File: config.mk
export PLATFORM = sky130hd
export DESIGN_NAME = svo_tmds_dec
export DESIGN_NICKNAME = d
export VERILOG_FILES = /design/src/rtl/svo_tmds_pkg.sv /design/src/rtl/svo_tmds_sym_dec.sv /design/src/rtl/svo_tmds_dec.sv
export SDC_FILE = /design/constraint.sdc
export NUM_CORES = 1
export LEC_CHECK = 0
export BUFFER_PORTS_ARGS = -buffer_cell sky130_fd_sc_hd__buf_2
export CORE_MARGIN = 2
export CORE_UTILIZATION = 40
export CTS_CLUSTER_SIZE = 8
export DETAILED_ROUTE_END_ITERATION = 6
export GPL_ROUTABILITY_DRIVEN = 0
export PLACE_DENSITY_LB_ADDON = 0.08
export SLEW_MARGIN = 20
export SYNTH_ARGS = -nofsm -noshare
export SYNTH_HDL_FRONTEND = slang
export SYNTH_HIERARCHICAL = 1
export SYNTH_SLANG_ARGS = --single-unit
File: constraint.sdc
create_clock -name clk -period 2.16 [get_ports clk]
set_input_delay 0.432 -clock clk [delete_from_list [all_inputs] [get_ports clk]]
set_output_delay 0.432 -clock clk [all_outputs]
set_load 0.1 [all_outputs]
File: src/rtl/svo_tmds_pkg.sv
// svo_tmds_pkg
// Shared definitions for the TMDS transmit/receive path: the four TMDS
// control-token code words and the state type of the receive word-alignment
// machine. This package has no ports.
`timescale 1ns/1ps
package svo_tmds_pkg;

  // Control tokens as they appear on the 10-bit parallel bus; bit 0 is the
  // first bit on the wire.
  localparam logic [9:0] TMDS_CTRL_00 = 10'b1101010100;
  localparam logic [9:0] TMDS_CTRL_01 = 10'b0010101011;
  localparam logic [9:0] TMDS_CTRL_10 = 10'b0101010100;
  localparam logic [9:0] TMDS_CTRL_11 = 10'b1010101011;

  // Receive alignment states.
  typedef enum logic [1:0] {
    ST_SEARCH = 2'd0,
    ST_SLIP   = 2'd1,
    ST_WAIT   = 2'd2,
    ST_LOCKED = 2'd3
  } tmds_dec_state_e;

endpackage

File: src/rtl/svo_tmds_sym_dec.sv
// svo_tmds_sym_dec
// Purely combinational TMDS symbol classifier and data decoder.
// Ports:
//   din_i    [9:0] in  : 10-bit symbol, bit 0 first on the wire
//   isCtrl_o       out : symbol is one of the four control tokens
//   ctrl_o   [1:0] out : control value (00 when the symbol is data)
//   data_o   [7:0] out : decoded byte (meaningful only when isCtrl_o=0)
`timescale 1ns/1ps
module svo_tmds_sym_dec
  import svo_tmds_pkg::*;
(
  input  logic [9:0] din_i,
  output logic       isCtrl_o,
  output logic [1:0] ctrl_o,
  output logic [7:0] data_o
);

  logic [7:0] dUninv;

  always_comb begin
    isCtrl_o = 1'b1;
    ctrl_o   = 2'b00;
    case (din_i)
      TMDS_CTRL_00: ctrl_o = 2'b00;
      TMDS_CTRL_01: ctrl_o = 2'b01;
      TMDS_CTRL_10: ctrl_o = 2'b10;
      TMDS_CTRL_11: ctrl_o = 2'b11;
      default:      isCtrl_o = 1'b0;
    endcase
  end

  // Bit 9 undoes the DC-balance inversion, bit 8 selects XOR or XNOR
  // chaining of the transition-minimised byte.
  always_comb begin
    dUninv    = din_i[9] ? ~din_i[7:0] : din_i[7:0];
    data_o    = 8'h00;
    data_o[0] = dUninv[0];
    for (int i = 1; i < 8; i++) begin
      data_o[i] = din_i[8] ? (dUninv[i] ^ dUninv[i-1]) : ~(dUninv[i] ^ dUninv[i-1]);
    end
  end

endmodule

File: src/rtl/svo_tmds_dec.sv
// svo_tmds_dec
// Single-lane TMDS receive decoder. Word-aligns a deserialized lane by
// pulsing bitslip until a sustained run of control tokens is seen, then
// decodes each symbol into pixel data or a control value.
// Ports:
//   clk            in  : pixel clock
//   resetn         in  : asynchronous active-low reset
//   din      [9:0] in  : deserialized symbol, din[0] first on the wire
//   bitslip        out : one-cycle pulse to the deserializer CALIB input
//   locked         out : lane word-aligned
//   de             out : current output is a data symbol
//   ctrl     [1:0] out : decoded control value, valid when de=0
//   dout     [7:0] out : decoded pixel byte, valid when de=1
//   slip_cnt [3:0] out : bitslips issued since reset, modulo 10
`timescale 1ns/1ps
module svo_tmds_dec
  import svo_tmds_pkg::*;
#(
  parameter int CTRL_RUN      = 64,
  parameter int SEARCH_WINDOW = 4096,
  parameter int SLIP_WAIT     = 16
) (
  input  logic       clk,
  input  logic       resetn,
  input  logic [9:0] din,
  output logic       bitslip,
  output logic       locked,
  output logic       de,
  output logic [1:0] ctrl,
  output logic [7:0] dout,
  output logic [3:0] slip_cnt
);

  localparam int RUN_W = $clog2(CTRL_RUN + 1);
  localparam int WIN_W = $clog2(SEARCH_WINDOW);
  localparam logic [RUN_W-1:0] RUN_MAX   = RUN_W'(CTRL_RUN);
  localparam logic [WIN_W-1:0] WIN_LAST  = WIN_W'(SEARCH_WINDOW - 1);
  localparam logic [WIN_W-1:0] WAIT_LAST = WIN_W'(SLIP_WAIT - 1);

  tmds_dec_state_e state_q, state_d;
  logic [RUN_W-1:0] run_q, run_d, runInc;
  logic [WIN_W-1:0] win_q, win_d;
  logic [3:0]       slipCnt_q, slipCnt_d;
  logic             bitslip_q, locked_q, de_q;
  logic [1:0]       ctrl_q;
  logic [7:0]       dout_q;

  logic       symIsCtrl;
  logic [1:0] symCtrl;
  logic [7:0] symData;
  logic       lockNext;

  svo_tmds_sym_dec uSymDec (
    .din_i    (din),
    .isCtrl_o (symIsCtrl),
    .ctrl_o   (symCtrl),
    .data_o   (symData)
  );

  // win doubles as the settle counter while in WAIT.
  always_comb begin
    state_d   = state_q;
    run_d     = run_q;
    win_d     = win_q;
    slipCnt_d = slipCnt_q;
    runInc    = (run_q == RUN_MAX) ? RUN_MAX : run_q + RUN_W'(1);
    case (state_q)
      ST_SEARCH: begin
        run_d = symIsCtrl ? runInc : '0;
        if (symIsCtrl && (runInc == RUN_MAX)) begin
          state_d = ST_LOCKED;
          win_d   = '0;
        end else if (win_q == WIN_LAST) begin
          state_d   = ST_SLIP;
          slipCnt_d = (slipCnt_q == 4'd9) ? 4'd0 : slipCnt_q + 4'd1;
        end else begin
          win_d = win_q + WIN_W'(1);
        end
      end
      ST_SLIP: begin
        run_d   = '0;
        win_d   = '0;
        state_d = ST_WAIT;
      end
      ST_WAIT: begin
        run_d = '0;
        if (win_q == WAIT_LAST) begin
          state_d = ST_SEARCH;
          win_d   = '0;
        end else begin
          win_d = win_q + WIN_W'(1);
        end
      end
      ST_LOCKED: begin
        run_d = symIsCtrl ? runInc : '0;
        if (symIsCtrl) begin
          win_d = '0;
        end else if (win_q == WIN_LAST) begin
          state_d = ST_SEARCH;
          run_d   = '0;
          win_d   = '0;
        end else begin
          win_d = win_q + WIN_W'(1);
        end
      end
      default: state_d = ST_SEARCH;
    endcase
  end

  // Outputs follow the next state, so the token that completes the run is
  // decoded in the same cycle locked rises.
  assign lockNext = (state_d == ST_LOCKED);

  always_ff @(posedge clk or negedge resetn) begin
    if (!resetn) begin
      state_q   <= ST_SEARCH;
      run_q     <= '0;
      win_q     <= '0;
      slipCnt_q <= 4'd0;
      bitslip_q <= 1'b0;
      locked_q  <= 1'b0;
      de_q      <= 1'b0;
      ctrl_q    <= 2'b00;
      dout_q    <= 8'h00;
    end else begin
      state_q   <= state_d;
      run_q     <= run_d;
      win_q     <= win_d;
      slipCnt_q <= slipCnt_d;
      bitslip_q <= (state_d == ST_SLIP);
      locked_q  <= lockNext;
      de_q      <= lockNext & ~symIsCtrl;
      ctrl_q    <= (lockNext && symIsCtrl) ? symCtrl : 2'b00;
      dout_q    <= (lockNext && !symIsCtrl) ? symData : 8'h00;
    end
  end

  assign bitslip  = bitslip_q;
  assign locked   = locked_q;
  assign de       = de_q;
  assign ctrl     = ctrl_q;
  assign dout     = dout_q;
  assign slip_cnt = slipCnt_q;

endmodule

==> metrics.txt <==
CTS root buffer clkbuf_8; largest cells by area after synthesis dfrtp_1 (45%), ha_1 (6.6%), xnor2_1 (4.6%); Design Area, Final 2900 sq um; multi-input combinational cell area 1150 sq um; top cells by count, synth dfrtp_1 (38), nand2_1 (17), inv_1 (16), nor2_1 (16), and3_1 (13); Adder-Cell Fraction of Synth Area 6.58%; end of the worst register-to-register path win_q[8]; max capacitance violation total 0; share of cells above drive strength 1 34.6%; Clock Skew 9.80 ps; Clock Latency Late Sink 300 ps; met3 GRT Util 4.15%; post-synthesis simple-gate area fraction 22.0%; die span in x 76.3 um; synthesized flop and latch total 38; Post-synth EDFFs 0; gr ovfl total 0; Reg area 951 sq um; unrepaired setup endpoints after global routing yes; minimum clock period 2270 ps; sequential-to-total area share from yosys stat 45.5%; via count 1789; fillcell total 470; Comb power frac 5.6%; final setup vio count 8; antenna-violating nets left 0; count leader, synth dfrtp_1; fin crit share 105%; Power Dens Cells 534 nW/um^2; largest net degree at the start of global routing 39; Syn Std Cell Area 2090 sq um; Post-synth ARST share 100%; cells on worst reg2reg path 7; CTS sink count 38; busiest grt layer met2; Synth-to-Final Area Change 38.5%; clock slew at reported path FFs 80 ps; crit path kind reg -> reg; post-synthesis compound-gate area fraction 11.5%; Seq pwr share 46.0%; Post-Synthesis Cells 216; Post-Syn Nets 239; synth unique cells 39; dpl cells 349; GRT met2 Usage 24.4%; Chip Height 76.3 um; ys flop type dfrtp_1; Longest Clk Path Bufs 2; global-route wire length before repair 7450 um; post-layout util 57.1%; synthesis warning total 6; First DRT Iteration DRCs 172; sw frac 19.3%; Critical Path AT 2500 ps; setup TNS after final layout -349 ps; vias in the first global route 1659; Wirelength per Cell 12.6 um; Initial Util 41.2%; status complete, but fails checks; global-route usage over all layers 16.0%; crit path capture type flip-flop; placed inst area 2630 sq um; cell internal pwr 1.25 mW; crit-path max FO 11; nets 311; Post-CTS Hold Buffers 0; Core Region 5070 sq um; Critical Path RT 2390 ps; CTS Buf Count 5; Post-Synth XOR/XNOR Area 7.96%; Yosys top cell by area dfrtp_1; Ports 29; DR vias/cell 4.98; PortBufs 28; Sw Pwr 298 uW; initial antenna violation count 0; die footprint 5820 sq um; failing checks setup timing; CTS HTree Levels 2; Rel. slew slack 67.6%; Worst Hold Slack 85.4 ps; Final Hold Fails 0; post-DP HPWL 3320 um; mux contribution to synthesized area 1.97%; Max Fclk 440 MHz; Antenna Cells 0; clock share of power 48.4%; drt total wl 4530 um; Worst Tran Pin Value 489 ps; fin cells 359; final slew viol count 0; crit path launch type flip-flop; drt pass-1 iters 4; CTS tree done; main combinational cell family by area after synthesis simple AND/OR/NAND/NOR gates; # rows 26; Max rail drop VDD 0.276 mV; Leakage 1.41 nW; DRC 0; Synth top area share 45.5%; r2r setup slk -110 ps; Final WS setup -112 ps; global-route track usage on met1 21.6%; Hold Path Class in -> async; reg2reg start run_q[4]; syn avg cell area 9.68 sq um
[per-layer routing]
| layer | share of wire, % | vias to the layer above |
|---|---|---|
| met4 | 1.6 | 0 |
| met2 | 45 | 46 |
| met3 | 4.7 | 7 |
| li1 | - | 905 |
| met5 | 0 | - |
| met1 | 49 | 831 |
[final cells by class]
class / instances / area share [%]
clock buffer: 6 / 2.85
clock inverter: 2 / 2.07
inverter: 16 / 2.07
multi-input combinational: 157 / 39.7
sequential: 38 / 32.8
tap: 70 / 3.03
timing repair buffer: 70 / 17.5
[worst max path at each step]
| stage | slack [ps] | start | depth (start not counted) | to |
|---|---|---|---|---|
| floorplan | 4 | run_q[3] | 7 | win_q[6] |
| global placement | -100 | din[7] | 12 | win_q[8] |
| detailed placement | -140 | din[0] | 11 | win_q[8] |
| CTS | -100 | run_q[4] | 7 | win_q[8] |
| global route | -190 | run_q[4] | 7 | win_q[8] |
| finish | -110 | run_q[4] | 7 | win_q[8] |
[timing repair]
item,in CTS,in global routing
pin swaps,3,3
setup endpoints to repair,8,16
gates resized for setup,4,13
gates cloned,0,1
buffers inserted,1,2
[sequential cells by signal, indices dropped and copies added, names as in the netlist]
| signal | cells |
|---|---|
| win_q | 12 |
| dout | 8 |
| run_q | 7 |
| slip_cnt | 4 |
| ctrl | 2 |
| state_q | 2 |
| bitslip | 1 |
| de | 1 |
| locked | 1 |
[kinds of logic (layout without fill, tap and decap cells)]
logic type | Yosys count | count (layout)
xor+xnor | 19 | 19
fa+ha+maj | 11 | 11
buf+inv | 21 | 94
simple gates | 88 | 88
compound gates | 35 | 35
mux | 4 | 4
flops | 38 | 38
[power by group through the flow]
stage               logic [mW]  clock network [mW]  registers (mW)
floorplan               0.0382                   0           0.725
global placement        0.0887                   0           0.725
detailed placement      0.0902                   0           0.725
CTS                     0.0904               0.768           0.711
global route             0.100               0.803           0.711
finish                  0.0870               0.748           0.711
[stage by stage]
step	worst slack (ps)	power, mW
after floorplan	4.20	0.763
after global placement	-96.8	0.814
after detailed placement	-142	0.815
after CTS	-104	1.57
after global routing	-188	1.61
final	-112	1.55
[worst max-delay path, cell delays in order, from the launching register on]
cell and delay, ps:
dfrtp_1 420, or3_1 360, a211o_1 300, a311oi_4 280, a211oi_4 140, buf_12 160, or4_4 420, a21oi_2 140
[placed cells by master (no fill, tap or decap), drive strengths merged, types with 2 or more instances in the layout]
cell type,instances
a21oi,12
a311oi,2
and3,13
buf,69
bufinv,2
clkbuf,7
dfrtp,38
ha,11
inv,16
mux2i,3
nand2,17
nand3,9
nand3b,2
nand4,5
nor2,16
nor2b,2
nor3,6
nor4,3
o21ai,11
or3,9
or4,2
xnor2,11
xor2,8
(Power assumes the default switching activity.)
